==> src/rtl/ha_bist_settle_timer.sv <==
// Loadable 4-bit down-counter that times the settle window between driving
// a vector and sampling the half-adder outputs.
module ha_bist_settle_timer (
    input  logic       clk,
    input  logic       rst,
    input  logic       load,
    input  logic       en,
    input  logic [3:0] load_val,
    output logic       expired
);

    logic [3:0] count;

    always_ff @(posedge clk or posedge rst) begin
        // NOTE: state registers use non-blocking assignments so every flop
        // samples the pre-edge value of its neighbours, matching hardware.
        if (rst) begin
            count <= '0;
        end else if (load) begin
            count <= load_val;
        end else if (en && count != 4'd0) begin
            count <= count - 4'd1;
        end
    end

    // High during the final cycle of the window, so the owner leaves on the next edge.
    assign expired = (count <= 4'd1);

endmodule

==> config.mk <==
export PLATFORM = sky130hd
export DESIGN_NAME = ha_bist_settle_timer
export DESIGN_NICKNAME = d
export VERILOG_FILES = /design/src/rtl/ha_bist_settle_timer.sv
export SDC_FILE = /design/constraint.sdc
export NUM_CORES = 1
export LEC_CHECK = 0
export CAP_MARGIN = 20
export CORE_AREA = 2 2 39 41
export DETAILED_ROUTE_END_ITERATION = 8
export DIE_AREA = 0 0 41 43
export PLACE_DENSITY = 0.41
export SETUP_SLACK_MARGIN = 0.15
export SYNTH_ARGS = -nofsm -noshare
export SYNTH_HDL_FRONTEND = slang
export SYNTH_SLANG_ARGS = --single-unit
==> constraint.sdc <==
create_clock -name clk -period 2.1 [get_ports clk]
set_clock_uncertainty 0.2 [all_clocks]
set_input_delay 0.42 -clock clk [delete_from_list [all_inputs] [get_ports clk]]
set_output_delay 0.42 -clock clk [all_outputs]
set_load 0.1 [all_outputs]
# After elaboration in Yosys (flattened, before gate mapping)
# Cells that the tools add are included.
word_totals:
  in_bits: 8
  reg_bits: 4
  out_inout_bits: 1
  word_cells: 8
classes:
  mux: 2
  order_cmp: 1
  n_reduce_logical: 3
  addsub: 1
ops:
  columns: ["operator", "count"]
  rows:
  - ["$mux 4", 2]
  - ["$le 4x1->1 const B", 1]
  - ["$reduce_bool 4->1", 1]
  - ["$sub 4x1->4 const B", 1]
  - ["$reduce_bool 2->1", 1]
  - ["$logic_and 1x1->1", 1]

# Longest topological paths before layout
# Gate-level depths: netlist of run 1.
logic_depth:
  ltp_word: 4
  ltp_mapped: 5

# Worst setup path before layout of run 1
# No wires, ideal clock.
synth_timing:
  kind: "register to output"
  startpoint: "register count[0]"
  endpoint: "output expired"
  path_buffers: 0
  stages_incl_launch_ff: 5
  arrival_time_ns: 2.711
  path_slack_ns: -1.231
  path_cell_list: "dfrtp_1 inv_1 ha_1 nor2_1 nor3_1"
synth_via:
  elab_chain_cells: 1
synth_rtl:
  columns: ["item", "line", "text"]
  rows:
  - ["from (decl)", "12", "logic [3:0] count;"]
  - ["from (signal assigned)", "20", "count <= load_val;"]
  - ["from (signal assigned)", "22", "count <= count - 4'd1;"]
  - ["$le 4x1->1", "27", "assign expired = (count <= 4'd1);"]
  - ["to (decl)", "9", "output logic expired"]
# No other way between the ends.

# Worst setup path after layout of run 1
# Ends and elaborated chain as after synthesis.

==> implementation parameters, run 1 <==
Parameter                              Value

Worst hold path
  Min-delay worst type    in -> async

Global route
  Total global routing track utilization    0.0908
  Vias in the first global route    around 280
  Final global-route overflow total    0
  Initial antenna violation count    0
  Largest net degree at the start of global routing    10
  Global-route wire length before repair    1040 microns

STA
  Final setup fails    0
  Setup TNS Final    0 ns
  Number of endpoints with negative hold slack in the final report    0
  Worst slew margin    0.751
  RSZ-0062 raised after global routing    true
  Slew at the pin closest to its max-slew limit    0.368 ns
  Fin crit period    1.89 ns
  Final Max Tran Viols    0
  Fraction of the cycle the final worst path needs    0.898
  Highest achievable clock rate    roughly 0.53 GHz

Drt
  Number of design-rule violations left by the first detailed-router iteration    3
  Detailed-route wire length per cell    9.90 microns
  DRC violation count after routing    0
  Via density per instance    4.35
  DR vias    261
  Length of the first detailed-routing pass in iterations    2
  Routed wire length    594 microns
  Count of nets left with antenna violations after detail routing    0

Cells and area
  Share of layout cells above drive strength 1    0.295
  Final non-filler cell area    between 400 and 500 sq um
  Commonest non-fill, non-tap cell in the layout    clkdlybuf4s50_1
  Largest registers ranked by flip-flop count    count x4
  Most flops, register    count
  Synthesis-to-finish area growth    56.3%
  Count of inserted antenna diode cells    0
  Most frequent cells in the layout    clkdlybuf4s50_1 (7), a21oi_1 (4), nand2_1 (4), dfrtp_1 (4), clkbuf_4 (3)
  Share of the core filled with cells in the final layout    0.326
  Nets@finish    57
  Number of flip-flops in the largest register    4

Die
  Number of core rows    14
  Starting density of the core    0.209
  Boundary Pins    9
  Area of the die    1760 sq um
  Die Width    41 microns
  Core Footprint    1380 sq um
  Vert. Die Dim    43 microns

Synthesis
  Synthesized-area fraction occupied by adder cells    0.130
  Synthesized area    289 sq um
  Fraction of the yosys area taken by sequential cells    0.346
  Mux share of post-synthesis cell area    0
  Number of nets produced by synthesis    44
  Synthesized flop and latch total    4
  Ys Warns    0
  Synth Area in XOR/XNOR    0
  Basic-gate share of the synthesized area counting and, or, nand and nor cells    0.251
  Post-Synthesis Cells    33
  Dominant combinational cell family by area after synthesis    simple AND/OR/NAND/NOR gates
  Post-Syn Area per Cell    8.76 sq um
  Library cells used by synthesis    18
  Complex-gate fraction of the synthesized area    0.208

Run status
  Status    finished clean

Placed design
  Dpl cell area    407 sq um
  Placed wire-length estimate    482 microns
  Final GP Congestion    between 0.6 and 0.7
  Port Buffer Count    8

Clocking
  Buffer cell driving the clock tree root    clkbuf_4
  Clock-pin slew of the registers on the worst-case setup and hold paths    approximately 0.040 ns
  # clock sinks    4
  Total clock buffers created by CTS    3
  H-tree level count    1
  Clock tree from TritonCTS    done
  Maximum count of clock buffers along a single path    2
  Clock network latency to the later pin of the worst-skew pair    between 0.2 and 0.25 ns

Critical path
  Category of the most critical setup path    reg -> out
  Worst-path maximum fanout    4
  Required time reported for the critical path endpoint    1.48 ns
  CP Data Arrival Time    1.27 ns
  Category of the worst setup path capture point    primary output
  Crit start category    register

Power and ir drop
  Switching power summed over all nets    0.0922 mW
  Pint    0.199 mW
  Peak supply drop    0.243 mV
  Power Density    645 nW/um^2
  Relative contribution of the clock network to total power    0.329
  Leakage power    0.184 nW
  Combinational share of power    0.334
  Switching Fraction    0.317
  Power share of the sequential group    0.337

Job
  MaxCap Viol Count    0
-- power by group through the flow --
stage / Combinational, mW / Sequential (mW) / Clock, mW
after CTS: 0.0907 / 0.0981 / 0.101
after floorplan: 0.0576 / 0.0965 / 0
after detailed placement: 0.0882 / 0.0987 / 0
final: 0.0971 / 0.0982 / 0.0959
after global placement: 0.0874 / 0.0991 / 0
after global routing: 0.107 / 0.101 / 0.102
-- path summary, 6_finish.rpt --
path | from | end | slack, ns | depth (start not counted)
worst max-delay path | count[0] | expired | 0.21 | 5
worst min-delay path | rst | count[2] | 0.16 | 2
worst max register to register | count[0] | count[0] | 0.23 | 5
worst min register to register | count[1] | count[1] | 0.38 | 2
max in group asynchronous | rst | count[1] | 1.37 | 2
min in group clk | count[1] | count[1] | 0.38 | 2
-- cell type report --
type / count / area (sq um)
Tap cell: 16 / 20.0
Multi-Input combinational cell: 24 / 196
Timing Repair Buffer: 9 / 97.6
Clock buffer: 3 / 22.5
Fill cell: 149 / 932
Inverter: 4 / 15.0
Sequential cell: 4 / 100
-- stage by stage --
stage	instances	worst slack (ns)	power, mW	hold WS (ns)
after global placement	56	0.225	0.187	0.400
after CTS	59	0.158	0.290	0.159
after floorplan	33	0.0363	0.154	-0.0139
after global routing	60	0.148	0.309	0.202
after detailed placement	56	0.225	0.187	0.356
final	60	0.214	0.291	0.163
-- layer usage --
layer / wire [microns] / part of all wire / GRT usage
met5: 0 / 0 / 0
met4: 0 / 0 / 0.0800
met3: 11 / 0.019 / 0.0314
met2: 300 / 0.51 / 0.131
met1: 282 / 0.47 / 0.0980
-- critical path, cell delays in order (launching register included) --
cell,delay [ns]
dfrtp_1,0.40
inv_2,0.11
ha_4,0.14
nor2_2,0.04
nor3_4,0.14
buf_12,0.20
-- cell families after synthesis --
family,count (synthesis)
AND/OR/NAND/NOR,12
AO/OA/AOI/OAI,9
buffers and inverters,5
flip-flops,4
adder cells (fa/ha/maj),3
-- Yosys cell counts --
library cell  n  area share
a211o_1       1       0.030
o21ai_1       1       0.017
nand2b_1      1       0.022
o311ai_0      1       0.030
nor3_1        2       0.035
o31a_1        1       0.030
nor2_1        1       0.013
nand2_1       4       0.052
inv_1         4       0.052
dfrtp_1       4        0.35
clkbuf_1      1       0.013
ha_1          3        0.13
a21oi_1       4       0.069
or3b_4        1       0.039
a31o_2        1       0.030
nor4b_1       1       0.030
nor2b_1       1       0.022
and3_4        1       0.039
-- what timing repair did --
action / CTS / global route
hold endpoints to repair: 0 / 0
buffers inserted: 0 / 1
resized for setup: 2 / 3
endpoints found under the setup margin: 1 / 1
pin swaps: 0 / 0
hold buffers: 0 / 0
Note: power is estimated with default switching activity, not from simulation.
==> run 2, diff against run 1 <==
==> constraint.sdc (replaced) <==
create_clock -name clk -period 2.2 [get_ports clk]
set_clock_uncertainty 0.2 [all_clocks]
set_input_delay 0.44 -clock clk [delete_from_list [all_inputs] [get_ports clk]]
set_output_delay 0.44 -clock clk [all_outputs]
set_load 0.1 [all_outputs]
==> run 2 against run 1 <==
Via count unchanged. Critical path type unchanged. Clock power down 7.9%. Highest routed layer unchanged. Register-to-register slack better by 0.10 ns. Largest cell class unchanged.
==> implementation parameters, run 2 (same netlist as run 1, synthesis figures left out) <==
Parameter                              Value

Die
  Vert. Die Dim    43 microns (unchanged)
  Boundary Pins    9 (unchanged)
  Core Footprint    1380 sq um (unchanged)
  Area of the die    1760 sq um (unchanged)
  Number of core rows    14 (unchanged)
  Starting density of the core    0.209 (unchanged)
  Die Width    41 microns (unchanged)

Power and ir drop
  Switching Fraction    0.308 (-0.00904)
  Peak supply drop    0.205 mV (-16%)
  Power share of the sequential group    0.352 (+0.015)
  Relative contribution of the clock network to total power    0.333 (+0.004)
  Power Density    618 nW/um^2 (-4.1%)
  Switching power summed over all nets    0.0816 mW (-12%)
  Combinational share of power    0.315 (-0.019)
  Leakage power    0.181 nW (-1.6%)
  Pint    0.184 mW (-7.7%)

Drt
  DRC violation count after routing    0 (unchanged)
  DR vias    261 (unchanged)
  Count of nets left with antenna violations after detail routing    0 (unchanged)
  Detailed-route wire length per cell    10.1 microns (+1.7%)
  Number of design-rule violations left by the first detailed-router iteration    2 (-1)
  Via density per instance    4.42 (+1.7%)
  Length of the first detailed-routing pass in iterations    4 (+2)
  Routed wire length    594 microns (unchanged)

Cells and area
  Footprint of the multi-input gates    181 sq um (-7.6%)
  Count of inserted antenna diode cells    0 (unchanged)
  Most flops, register    count
  Largest registers ranked by flip-flop count    count x4
  Synthesis-to-finish area growth    48.5%
  Most frequent cells in the layout    clkdlybuf4s50_1 (7), inv_1 (4), a21oi_1 (4), nand2_1 (4), dfrtp_1 (4)
  Number of flip-flops in the largest register    4 (unchanged)
  Sequential cell area    100 sq um (unchanged)
  Share of the core filled with cells in the final layout    0.310 (-0.0163)
  Share of layout cells above drive strength 1    0.186 (-0.109)
  Commonest non-fill, non-tap cell in the layout    clkdlybuf4s50_1
  Filler cell count    141 (-5.4%)
  Nets@finish    56 (-1.8%)

Clocking
  Total clock buffers created by CTS    3 (unchanged)
  Hold buffer count at cts    0 (unchanged)
  Buffer cell driving the clock tree root    clkbuf_4
  Number of buffers added for setup after CTS    0 (unchanged)
  H-tree level count    1 (unchanged)
  Total of cells resized after clock tree synthesis    0 (-2)
  Clock network latency to the later pin of the worst-skew pair    0.23 ns (about the same)
  # clock sinks    4 (unchanged)
  Maximum count of clock buffers along a single path    2 (unchanged)
  Clock tree from TritonCTS    done
  Clock-pin slew of the registers on the worst-case setup and hold paths    0.04 ns (about the same)

STA
  Fin crit period    1.97 ns
  Final setup fails    0 (unchanged)
  Highest achievable clock rate    0.506 GHz
  Setup TNS Final    0 ns (unchanged)
  Fraction of the cycle the final worst path needs    0.898
  Number of endpoints with negative hold slack in the final report    0 (unchanged)
  Worst slew margin    0.727 (-0.0240)
  Final Max Tran Viols    0 (unchanged)
  RSZ-0062 raised after global routing    false
  Slew at the pin closest to its max-slew limit    0.404 ns (+0.0355 ns)

Critical path
  Worst-path maximum fanout    4 (unchanged)
  CP Data Arrival Time    1.33 ns (+0.06 ns)
  Category of the worst setup path capture point    primary output
  Crit start category    register
  Required time reported for the critical path endpoint    1.56 ns (+0.08 ns)
  Category of the most critical setup path    reg -> out

Placed design
  Port Buffer Count    8 (unchanged)
  Placed wire-length estimate    495 microns (+2.8%)
  Final GP Congestion    0.661 (-5.4%)

Global route
  Global-route wire length before repair    952 microns (-8.5%)
  Total global routing track utilization    0.0858 (-0.00505)
  Final global-route overflow total    0 (unchanged)
  Largest net degree at the start of global routing    10 (unchanged)
  Initial antenna violation count    0 (unchanged)
  Vias in the first global route    242 (-12%)

Job
  MaxCap Viol Count    0 (unchanged)

Run status
  Status    finished clean

Worst hold path
  Min-delay worst type    in -> async
## run 2: changes by cell type in the layout (fill, tap and decap cells not counted)
| cell | before | now |
|---|---|---|
| nor2_2 | 1 | 0 |
| ha_4 | 1 | 0 |
| inv_1 | 2 | 4 |
| inv_2 | 2 | 0 |
| ha_1 | 2 | 3 |
| nor2_1 | 0 | 1 |
| buf_4 | 1 | 0 |
## run 2: final cells by class
| class | instances | share of cell area |
|---|---|---|
| Clock buffer | 3 | 0.0525 |
| Inverter | 4 | 0.0350 |
| Multi-Input combinational cell | 24 | 0.423 |
| Sequential cell | 4 | 0.233 |
| Tap cell | 16 | 0.0466 |
| Timing Repair Buffer | 8 | 0.210 |
## run 2: worst max-delay path, cell delays in order (launching register included)
cell     delay (ns)
dfrtp_1        0.39
inv_1          0.13
ha_1           0.18
nor2_1         0.07
nor3_4         0.14
buf_12         0.20
## run 2: final timing paths
kind / start / to / slack, ns / cells past startpoint
min reg2reg: count[1] / count[1] / 0.37 / 2
max in group asynchronous: rst / count[1] / 1.47 / 2
min: rst / count[3] / 0.18 / 2
max: count[0] / expired / 0.23 / 5
max reg2reg: count[0] / count[0] / 0.33 / 5
min in group clk: count[1] / count[1] / 0.37 / 2
## run 2: routing by layer
layer	part of all wire	track usage	routed length [microns]	up-vias
met3	0.015	0.0157	9	0
met2	0.54	0.122	318	3
met5	0	0	0	-
met4	0	0.100	0	0
met1	0.45	0.0915	266	122
li1	-	-	-	136
## run 2: stage by stage
stage	worst slack [ns]	instance area (sq um)	hold WS [ns]	cells	power, mW
floorplan	0.116	300	0.00608	33	0.147
global placement	0.267	407	0.368	56	0.177
detailed placement	0.242	407	0.368	56	0.179
CTS	0.210	429	0.180	59	0.273
global route	0.172	429	0.194	59	0.284
finish	0.225	429	0.183	59	0.265
## run 2: power groups by stage
| stage | logic, mW | clock network (mW) | registers [mW] |
|---|---|---|---|
| final | 0.0835 | 0.0883 | 0.0935 |
| after global routing | 0.0902 | 0.0987 | 0.0952 |
| after CTS | 0.0846 | 0.0944 | 0.0935 |
| after detailed placement | 0.0842 | 0 | 0.0945 |
| after global placement | 0.0830 | 0 | 0.0943 |
| after floorplan | 0.0550 | 0 | 0.0921 |
==> run 3, diff against run 2 <==
--- a/config.mk
+++ b/config.mk
@@ -6,9 +6,9 @@
 export NUM_CORES = 1
 export LEC_CHECK = 0
 export CAP_MARGIN = 20
-export CORE_AREA = 2 2 39 41
+export CORE_AREA = 3 3 40 42
 export DETAILED_ROUTE_END_ITERATION = 8
-export DIE_AREA = 0 0 41 43
+export DIE_AREA = 0 0 43 45
 export PLACE_DENSITY = 0.41
 export SETUP_SLACK_MARGIN = 0.15
 export SYNTH_ARGS = -nofsm -noshare
==> run 3 against run 2 <==
Clock power down 1%. Non-clock buffer count unchanged. Count of clock-buffer cells in the layout unchanged. Global-route usage down 1.3 points. Sequential cell count unchanged. Critical path depth unchanged. Critical path type unchanged. Die area up 9.8%. Combinational power about the same.
==> implementation parameters, run 3 (same netlist as run 1, synthesis figures left out) <==
Parameter                              Value

Run status
  Status    finished clean

STA
  Final setup fails    0 (unchanged)
  Number of endpoints with negative hold slack in the final report    0 (unchanged)
  Final Worst Setup Slack    0.203 ns (-0.0225 ns)
  RSZ-0062 raised after global routing    false
  Worst slew margin    0.761 (+0.0336)
  Fraction of the cycle the final worst path needs    0.908 (+0.0102)
  Setup TNS Final    0 ns (unchanged)
  Slew at the pin closest to its max-slew limit    0.355 ns (-0.0492 ns)
  Highest achievable clock rate    0.501 GHz (-1.1%)
  Final Max Tran Viols    0 (unchanged)
  Fin crit period    2.00 ns (+0.0225 ns)

Cells and area
  Final non-filler cell area    428 sq um (-0.29%)
  Final std cells w/o fill    58 (-1.7%)
  Filler cell count    139 (-1.4%)
  Most frequent cells in the layout    clkdlybuf4s50_1 (7), inv_1 (4), a21oi_1 (4), nand2_1 (4), dfrtp_1 (4)
  Most flops, register    count
  Largest registers ranked by flip-flop count    count x4
  Count of inserted antenna diode cells    0 (unchanged)
  Share of layout cells above drive strength 1    0.186 (unchanged)
  Commonest non-fill, non-tap cell in the layout    clkdlybuf4s50_1
  Nets@finish    56 (unchanged)
  Number of flip-flops in the largest register    4 (unchanged)
  Synthesis-to-finish area growth    48.1%

Critical path
  Crit. path cell count    5 (unchanged)
  Worst Setup EP    expired
  Required time reported for the critical path endpoint    1.56 ns (about the same)
  R2R Path Start    count[0]
  Worst-path maximum fanout    4 (unchanged)
  Critical path buffers and inverters    2 (unchanged)
  Cell with the biggest individual delay on the critical path    dfrtp_1
  Family of cells with the greatest summed delay on the critical path    flip-flops
  FF-to-FF setup slack    0.32 ns (about the same)
  Category of the worst setup path capture point    primary output
  CP Data Arrival Time    1.36 ns (+0.03 ns)
  Timing startpoint of the critical path    count[0]
  Category of the most critical setup path    reg -> out
  Maximum cell stage delay along the critical path    0.39 ns (about the same)
  Critical Path, Cell by Cell    inv_1 -> ha_1 -> nor2_1 -> nor3_4 -> buf_12
  Number of cell instances on the worst register-to-register path    5 (unchanged)
  Crit start category    register
  Worst reg2reg endpoint    count[0]

Clocking
  Buffer cell driving the clock tree root    clkbuf_4
  Clock tree from TritonCTS    done
  # clock sinks    4 (unchanged)
  Clock-pin slew of the registers on the worst-case setup and hold paths    0.04 ns (about the same)
  Total clock buffers created by CTS    3 (unchanged)
  Clock network latency to the later pin of the worst-skew pair    0.23 ns (about the same)
  Total of cells resized after clock tree synthesis    0 (unchanged)
  Maximum count of clock buffers along a single path    2 (unchanged)
  Number of buffers added for setup after CTS    0 (unchanged)
  Hold buffer count at cts    0 (unchanged)
  H-tree level count    1 (unchanged)

Placed design
  Placed wire-length estimate    500 microns (+1.0%)
  DP Cell Count    55 (-1.8%)
  Dpl cell area    405 sq um (-0.31%)
  Port Buffer Count    8 (unchanged)
  Worst setup timing slack at the placement stage    0.285 ns (+0.0428 ns)
  Final GP Congestion    0.747 (+13%)

Worst hold path
  Min-delay worst type    in -> async

Drt
  DRC violation count after routing    0 (unchanged)
  Via density per instance    4.29 (-3.0%)
  DR vias    249 (-4.6%)
  Detailed-route wire length per cell    9.83 microns (-2.4%)
  Number of design-rule violations left by the first detailed-router iteration    4 (+2)
  Length of the first detailed-routing pass in iterations    4 (unchanged)
  Routed wire length    570 microns (-4.0%)
  Count of nets left with antenna violations after detail routing    0 (unchanged)

Die
  Boundary Pins    9 (unchanged)
  Vert. Die Dim    45 microns (+4.7%)
  Area of the die    1940 sq um (+9.8%)
  Die Width    43 microns (+4.9%)
  Core Footprint    1280 sq um (-7.1%)
  Starting density of the core    0.225 (+0.0161)
  Number of core rows    13 (-1)

Power and ir drop
  Total power    0.264 mW (-0.50%)
  Leakage power    0.181 nW (unchanged)
  Peak supply drop    0.227 mV (+11%)
  Power Density    617 nW/um^2 (-0.21%)

Global route
  Vias in the first global route    258 (+6.6%)
  Largest net degree at the start of global routing    10 (unchanged)
  Total global routing track utilization    0.0729 (-0.0129)
  Initial antenna violation count    0 (unchanged)
  Final global-route overflow total    0 (unchanged)
  Global-route wire length before repair    986 microns (+3.6%)

Job
  MaxCap Viol Count    0 (unchanged)
==> run 3: cell counts in the layout (fill, tap and decap cells not counted) <==
Identical to the previous run, type by type.
==> run 3: stage by stage <==
stage | util | hold WS, ns
after CTS | 0.333 | 0.189
after global placement | 0.315 | 0.386
final | 0.333 | 0.192
after floorplan | - | 0.00608
after detailed placement | 0.315 | 0.378
after global routing | 0.333 | 0.204
==> run 3: worst min path at each step <==
| stage | endpoint | slack (ns) | cells after the start |
|---|---|---|---|
| floorplan | count[0] | 0.006 | 1 |
| global placement | count[1] | 0.39 | 2 |
| detailed placement | count[1] | 0.38 | 2 |
| CTS | count[1] | 0.19 | 2 |
| global route | count[0] | 0.20 | 2 |
| finish | count[1] | 0.19 | 2 |
==> run 3: per-layer routing <==
metal / part of all wire / track usage
met1: 0.39 / 0.0760
met2: 0.56 / 0.114
met3: 0.044 / 0.0120
met4: 0 / 0.0904
met5: 0 / 0
==> run 3: worst register-to-register path, stage by stage (launching register included) <==
cell,delay (ns)
dfrtp_1,0.39
inv_1,0.14
ha_1,0.21
or3b_4,0.41
and3_4,0.19
o31a_1,0.23
==> run 3: power by group <==
part	internal, mW	leakage (nW)	switching [mW]
logic	0.0399	0.120	0.0432
registers	0.0827	0.0468	0.0109
clock network	0.0608	0.0138	0.0264
==> run 3: final cells by class <==
| class | count | area (sq um) | area share |
|---|---|---|---|
| inverters | 4 | 15.0 | 0.0351 |
| well taps | 15 | 18.8 | 0.0439 |
| multi-input cells | 24 | 181 | 0.424 |
| flip-flops and latches | 4 | 100 | 0.234 |
| clock buffers | 3 | 22.5 | 0.0526 |
| repair buffers | 8 | 90.1 | 0.211 |
